[src/rtl/jtframe_rst_seq_if.sv]
// Signal bundle between the clock/PLL block (master) and jtframe_rst_seq (slave).
// All signals are plain levels except wdog_kick, a single-cycle pulse; there is no valid/ready handshake.
interface jtframe_rst_seq_if #(
    parameter int CH = 4
);
    logic          pll_locked;
    logic          game_rst;
    logic          wdog_kick;
    logic [CH-1:0] rst_out;
    logic          rst_done;
    logic          wdog_fired;
    logic [1:0]    seq_state;   // 0 WAIT_LOCK, 1 HOLD, 2 RELEASE, 3 RUN

    modport master (
        output pll_locked,
        output game_rst,
        output wdog_kick,
        input  rst_out,
        input  rst_done,
        input  wdog_fired,
        input  seq_state
    );

    modport slave (
        input  pll_locked,
        input  game_rst,
        input  wdog_kick,
        output rst_out,
        output rst_done,
        output wdog_fired,
        output seq_state
    );
endinterface

[src/rtl/jtframe_rst_seq.sv]
// Per-domain reset sequencer: filters PLL lock, holds reset, then releases CH resets in order.
// Optional run-time watchdog enabled by defining JTFRAME_RST_WDOG_EN.
module jtframe_rst_seq #(
    parameter int CH       = 4,
    parameter int LOCK_CNT = 256,
    parameter int HOLD     = 1024,
    parameter int STAGGER  = 64,
    parameter int WDOG     = 65536
) (
    input  logic             clk,
    input  logic             rst_n,
    jtframe_rst_seq_if.slave bus
);
    localparam int MAX_LH  = (LOCK_CNT > HOLD) ? LOCK_CNT : HOLD;
    localparam int MAX_SW  = (STAGGER > WDOG) ? STAGGER : WDOG;
    localparam int MAX_ALL = (MAX_LH > MAX_SW) ? MAX_LH : MAX_SW;
    localparam int CW      = (MAX_ALL > 1) ? $clog2(MAX_ALL) : 1;
    localparam int IW      = (CH > 1) ? $clog2(CH) : 1;

    localparam logic [CW-1:0] LOCK_LAST = CW'(LOCK_CNT - 1);
    localparam logic [CW-1:0] HOLD_LAST = CW'(HOLD - 1);
    localparam logic [CW-1:0] STAG_LAST = CW'(STAGGER - 1);

    typedef enum logic [1:0] {
        S_WAIT = 2'd0,
        S_HOLD = 2'd1,
        S_REL  = 2'd2,
        S_RUN  = 2'd3
    } state_t;

    state_t        state_q, state_d;
    logic [CW-1:0] cnt_q, cnt_d;
    logic [IW-1:0] idx_q, idx_d;
    logic [CH-1:0] rst_out_q, rst_out_d;
    logic          done_q, done_d;

    logic lk_meta, lk_s;
    logic gr_meta, gr_s;

    always_ff @(posedge clk or negedge rst_n) begin
        if (!rst_n) begin
            lk_meta <= 1'b0;
            lk_s    <= 1'b0;
            gr_meta <= 1'b0;
            gr_s    <= 1'b0;
        end else begin
            lk_meta <= bus.pll_locked;
            lk_s    <= lk_meta;
            gr_meta <= bus.game_rst;
            gr_s    <= gr_meta;
        end
    end

`ifdef JTFRAME_RST_WDOG_EN
    localparam logic [CW-1:0] WD_LAST = CW'(WDOG - 1);

    logic [CW-1:0] wd_cnt_q, wd_cnt_d;
    logic          wd_fire;
    logic          fired_q;

    // Only counts while RUN is going to persist; any exit or re-sequence parks it at 0.
    always_comb begin
        wd_fire  = 1'b0;
        wd_cnt_d = '0;
        if (state_q == S_RUN && lk_s && !gr_s) begin
            if (bus.wdog_kick)
                wd_cnt_d = '0;
            else if (wd_cnt_q == WD_LAST)
                wd_fire = 1'b1;
            else
                wd_cnt_d = wd_cnt_q + 1'b1;
        end
    end

    always_ff @(posedge clk or negedge rst_n) begin
        if (!rst_n) begin
            wd_cnt_q <= '0;
            fired_q  <= 1'b0;
        end else begin
            wd_cnt_q <= wd_cnt_d;
            fired_q  <= fired_q | wd_fire;
        end
    end

    assign bus.wdog_fired = fired_q;
`else
    logic wd_fire;
    logic unused_kick;

    assign wd_fire        = 1'b0;
    assign unused_kick    = bus.wdog_kick;
    assign bus.wdog_fired = 1'b0;
`endif

    always_comb begin
        state_d   = state_q;
        cnt_d     = cnt_q;
        idx_d     = idx_q;
        rst_out_d = rst_out_q;
        done_d    = done_q;

        // Lock loss beats game reset, which beats everything inside the states.
        if (state_q != S_WAIT && !lk_s) begin
            state_d   = S_WAIT;
            cnt_d     = '0;
            idx_d     = '0;
            rst_out_d = '1;
            done_d    = 1'b0;
        end else if ((state_q == S_REL || state_q == S_RUN) && gr_s) begin
            state_d   = S_HOLD;
            cnt_d     = '0;
            idx_d     = '0;
            rst_out_d = '1;
            done_d    = 1'b0;
        end else begin
            case (state_q)
                S_WAIT: begin
                    if (!lk_s) begin
                        cnt_d = '0;
                    end else if (cnt_q == LOCK_LAST) begin
                        state_d = S_HOLD;
                        cnt_d   = '0;
                    end else begin
                        cnt_d = cnt_q + 1'b1;
                    end
                end

                S_HOLD: begin
                    if (gr_s) begin
                        cnt_d = '0;
                    end else if (cnt_q == HOLD_LAST) begin
                        cnt_d     = '0;
                        idx_d     = '0;
                        rst_out_d = rst_out_q << 1;
                        if (CH == 1) begin
                            state_d = S_RUN;
                            done_d  = 1'b1;
                        end else begin
                            state_d = S_REL;
                        end
                    end else begin
                        cnt_d = cnt_q + 1'b1;
                    end
                end

                S_REL: begin
                    if (cnt_q == STAG_LAST) begin
                        // Shifting left releases the lowest still-asserted channel.
                        cnt_d     = '0;
                        idx_d     = idx_q + 1'b1;
                        rst_out_d = rst_out_q << 1;
                        if (int'(idx_q) == CH - 2) begin
                            state_d = S_RUN;
                            done_d  = 1'b1;
                        end
                    end else begin
                        cnt_d = cnt_q + 1'b1;
                    end
                end

                S_RUN: begin
                    if (wd_fire) begin
                        state_d   = S_HOLD;
                        cnt_d     = '0;
                        idx_d     = '0;
                        rst_out_d = '1;
                        done_d    = 1'b0;
                    end
                end

                default: begin
                    state_d   = S_WAIT;
                    cnt_d     = '0;
                    idx_d     = '0;
                    rst_out_d = '1;
                    done_d    = 1'b0;
                end
            endcase
        end
    end

    always_ff @(posedge clk or negedge rst_n) begin
        if (!rst_n) begin
            state_q   <= S_WAIT;
            cnt_q     <= '0;
            idx_q     <= '0;
            rst_out_q <= '1;
            done_q    <= 1'b0;
        end else begin
            state_q   <= state_d;
            cnt_q     <= cnt_d;
            idx_q     <= idx_d;
            rst_out_q <= rst_out_d;
            done_q    <= done_d;
        end
    end

    assign bus.rst_out   = rst_out_q;
    assign bus.rst_done  = done_q;
    assign bus.seq_state = state_q;
endmodule

[src/flat_wrapper.sv]
// flat-port wrapper written by rule: the top's interface ports become plain ports
module jtframe_rst_seq_flat 
#(
    parameter int CH       = 4,
    parameter int LOCK_CNT = 256,
    parameter int HOLD     = 1024,
    parameter int STAGGER  = 64,
    parameter int WDOG     = 65536
)
  (clk, rst_n, bus_pll_locked, bus_game_rst, bus_wdog_kick, bus_rst_out, bus_rst_done, bus_wdog_fired, bus_seq_state);
  jtframe_rst_seq_if #(.CH(CH)) bus_i ();
  input  logic clk;
  input  logic rst_n;
  input wire logic [$bits(bus_i.pll_locked)-1:0] bus_pll_locked;
  input wire logic [$bits(bus_i.game_rst)-1:0] bus_game_rst;
  input wire logic [$bits(bus_i.wdog_kick)-1:0] bus_wdog_kick;
  output wire logic [$bits(bus_i.rst_out)-1:0] bus_rst_out;
  output wire logic [$bits(bus_i.rst_done)-1:0] bus_rst_done;
  output wire logic [$bits(bus_i.wdog_fired)-1:0] bus_wdog_fired;
  output wire logic [$bits(bus_i.seq_state)-1:0] bus_seq_state;
  assign bus_i.pll_locked = bus_pll_locked;
  assign bus_i.game_rst = bus_game_rst;
  assign bus_i.wdog_kick = bus_wdog_kick;
  assign bus_rst_out = bus_i.rst_out;
  assign bus_rst_done = bus_i.rst_done;
  assign bus_wdog_fired = bus_i.wdog_fired;
  assign bus_seq_state = bus_i.seq_state;
  jtframe_rst_seq #(.CH(CH), .LOCK_CNT(LOCK_CNT), .HOLD(HOLD), .STAGGER(STAGGER), .WDOG(WDOG)) u_core (.clk(clk), .rst_n(rst_n), .bus(bus_i));
endmodule
[config.mk]
export PLATFORM = sky130hd
export DESIGN_NAME = jtframe_rst_seq_flat
export DESIGN_NICKNAME = d
export VERILOG_FILES = /design/src/rtl/jtframe_rst_seq_if.sv /design/src/rtl/jtframe_rst_seq.sv /design/src/flat_wrapper.sv
export SDC_FILE = /design/constraint.sdc
export NUM_CORES = 1
export LEC_CHECK = 0
export CELL_PAD_IN_SITES_DETAIL_PLACEMENT = 1
export CELL_PAD_IN_SITES_GLOBAL_PLACEMENT = 1
export CORE_MARGIN = 5
export CORE_UTILIZATION = 40
export DETAILED_ROUTE_END_ITERATION = 10
export GPL_TIMING_DRIVEN = 0
export PLACE_DENSITY = 0.86
export SYNTH_ARGS = -nofsm -noshare
export SYNTH_HDL_FRONTEND = slang
export SYNTH_SLANG_ARGS = --single-unit
[constraint.sdc]
create_clock -name clk -period 2.4 [get_ports clk]
set_input_delay 0.36 -clock clk [delete_from_list [all_inputs] [get_ports clk]]
set_output_delay 0.36 -clock clk [all_outputs]
set_load 0.02 [all_outputs]
==> impl_metrics.csv <==
group,metric,value,unit
status,status,"finished with violations",
status,violations,"setup timing",
logic_synthesis,synth_area,1550,um^2
power,pwr-share-clk,0.427,
power,p_int,0.000738,W
cts,clock_path_buffers,2,
place,pre_cts_slack,-0.350,ns
timing,rsz0062_at_grt,"true",
place,placedInstanceArea,1710,um^2
timing,layout_setup_ws,-0.0636,ns
cts,cts_tree,"done",
floorplan,fp.dieH,72.3,um
timing,min_period,2.46,ns
critical_path,path_class,"flip-flop to flip-flop",
drt,drc_errors,0,
floorplan,pin_count,13,
cts,clock-sinks,29,
power,p_sw,0.000208,W
finish,area_delta_synth_final,26.9,%
finish,nets,196,
finish,n_antenna_cell,0,
drt,dr.pass1.iters,4,
logic_synthesis,synth_area_leader_cell,"dfrtp_1",
power,switching_share,0.220,
logic_synthesis,ys.flop_type,"dfrtp_1",
finish,final_common_cell,"dfrtp_1",
drt,routed_wl,4130,um
logic_synthesis,synthTopCellsByArea,"dfrtp_1 40%, dfstp_2 6.8%, ha_1 5.6%",
logic_synthesis,async_flop_share,1.00,
logic_synthesis,synth_nets,168,
power,power,0.000946,W
drt,vias_per_cell,5.46,
global_routing,grt_antenna_before_repair,0,
power,pwr-share-comb,0.038,
power,power_frac_seq,0.535,
power,cellLeakagePower,0.826,nW
timing,finalCritPeriodShare,1.03,
finish,mostFrequentLayoutCells,"24 x dfrtp_1, 22 x nor2_1, 16 x nand2_1, 12 x buf_4, 9 x clkdlybuf4s50_1",
timing,finalHoldViolations,0,
timing,finalSetupViolations,4,
critical_path,critPathRequiredTime,2.57,ns
min_path,hold_class,"input port to async pin",
drt,ant_nets,0,
global_routing,gr-usage-all-layers,0.175,
critical_path,worstReg2RegEnd,"u_core.idx_q[1]",
logic_synthesis,synth_top_area_frac,0.403,
logic_synthesis,seq_area_frac_synth,0.471,
logic_synthesis,ys_seq_elements,29,
finish,fin_area,1970,um^2
timing,relSlewSlack,0.565,
finish,final_util,0.530,
cts,clockRootBuffer,"clkbuf_8",
floorplan,die_w,72.3,um
cts,path_clk_slew,0.06,ns
critical_path,crit_start,"u_core.cnt_q[15]",
cts,htreeDepth,2,
timing,worstMarginPinSlew,0.652,ns
place,hpwl,2590,um
logic_synthesis,synth_cells,156,
critical_path,crit_end,"u_core.idx_q[1]",
flow_run,cap_violations,0,
floorplan,rows,22,
timing,final_max_slew_viol_count,0,
power,p_per_area,481,nW/um^2
critical_path,crit_path_start_kind,"flip-flop",
timing,fmax,0.406,GHz
logic_synthesis,synth_edf_count,0,
timing,fin_worst_skew,0.00311,ns
place,gp_congestion,0.895,
critical_path,reg2reg_slack,-0.06,ns
finish,fillerInstances,423,
global_routing,gr-total-overflow,0,
floorplan,core,3720,um^2
logic_synthesis,yosysWarnings,0,
drt,wire_per_inst,17.8,um
cts,clkLatencyLatePin,0.29,ns
cts,cts_buffers,5,
power,ir_drop,0.340,mV
global_routing,grt_max_degree,30,
critical_path,r2r-start,"u_core.cnt_q[15]",
drt,drtIter0Drc,56,
floorplan,initial_core_util,0.418,
logic_synthesis,syn_avg_cell_area,9.95,um^2
place,port_buffers,10,
logic_synthesis,synthDistinctLibCells,46,
critical_path,crit_fanout,5,
timing,setup-tns-final,-0.0959,ns
finish,drive_gt1_frac,0.234,
critical_path,critical_path_arrival,2.64,ns
critical_path,rr_worst_depth,7,
global_routing,grt_pass1_vias,1433,
global_routing,grt_pass1_wl,6830,um
floorplan,dieArea,5220,um^2
drt,dr_total_vias,1266,
critical_path,critPathCaptureType,"flip-flop",
[worst min-delay path by stage]
stage,depth (start not counted),to,slack (ns)
after floorplan,0,u_core.bus.rst_done,0.06
after global placement,0,u_core.gr_s,0.33
after detailed placement,0,u_core.gr_s,0.34
after CTS,0,u_core.gr_s,0.35
after global routing,1,u_core.cnt_q[12],0.16
final,1,u_core.idx_q[1],0.1
[worst max-delay path, stage by stage, from the launching register on]
cell and delay [ns]:
dfrtp_1 0.40, or4bb_1 0.50, or4_4 0.55, o21ai_4 0.16, a21oi_2 0.08, or2_1 0.24, buf_6 0.13, mux2_4 0.29
[metal layers]
| layer | share of wire | global-route usage | routed length [um] |
|---|---|---|---|
| met4 | 0.027 | 0.0919 | 112 |
| met3 | 0.043 | 0.0499 | 177 |
| met1 | 0.38 | 0.175 | 1560 |
| met5 | 0 | 0 | 0 |
| met2 | 0.55 | 0.326 | 2280 |
[power groups by stage]
| stage | clock (W) | combinational (W) | sequential [W] |
|---|---|---|---|
| floorplan | 0 | 0.0000149 | 0.000511 |
| global placement | 0 | 0.0000312 | 0.000512 |
| detailed placement | 0 | 0.0000331 | 0.000513 |
| CTS | 0.000417 | 0.0000356 | 0.000505 |
| global route | 0.000448 | 0.0000417 | 0.000506 |
| finish | 0.000404 | 0.0000362 | 0.000506 |
[Yosys cell counts (all sizes together), types with 2 or more instances]
cell type  instances
dfrtp             25
nor2              23
nand2             16
o21ai              8
ha                 7
inv                7
xor2               7
nand3              6
xnor2              6
buf                4
dfstp              4
mux2i              4
nand4              4
nor4               3
or4                3
a21oi              2
clkbuf             2
mux2               2
nand2b             2
nor3               2
or2                2
[logic make-up after synthesis]
family | synth area share
and+or+nand+nor | 0.215
DFF | 0.471
AOI/OAI and AO/OA | 0.0976
xor gates and xnor gates | 0.0734
buffers and inverters | 0.0395
adders and majority gates | 0.0564
muxes | 0.0452
other | 0.00242
[sequential cells by signal, indices dropped and copies added (netlist names)]
register	cells
u_core.gr_s	1
u_core.gr_meta	1
u_core.lk_s	1
u_core.bus.rst_out	4
u_core.bus.seq_state	2
u_core.cnt_q	16
u_core.idx_q	2
u_core.lk_meta	1
u_core.bus.rst_done	1
[cell type report]
type                    instances  area [um^2]  share of cell area
inverters                       7         26.3              0.0134
repair buffers                 21          178              0.0903
clock buffers                   7         86.3              0.0439
multi-input cells             114          843               0.428
plain buffers                   6         42.5              0.0216
well taps                      48         60.1              0.0305
flip-flops and latches         29          732               0.372
[through the flow]
stage / hold WS, ns / cells
after floorplan: 0.0644 / 156
after global placement: 0.332 / 214
after detailed placement: 0.343 / 214
after CTS: 0.354 / 228
after global routing: 0.159 / 232
final: 0.0987 / 232
[repair_timing]
action | CTS | global route
setup endpoints to repair | 23 | 20
buffers inserted | 7 | 4
gates resized for setup | 8 | 9
cloned | 0 | 0
pin swaps | 3 | 2
hold buffers | 0 | 0
(Power assumes the default switching activity.)
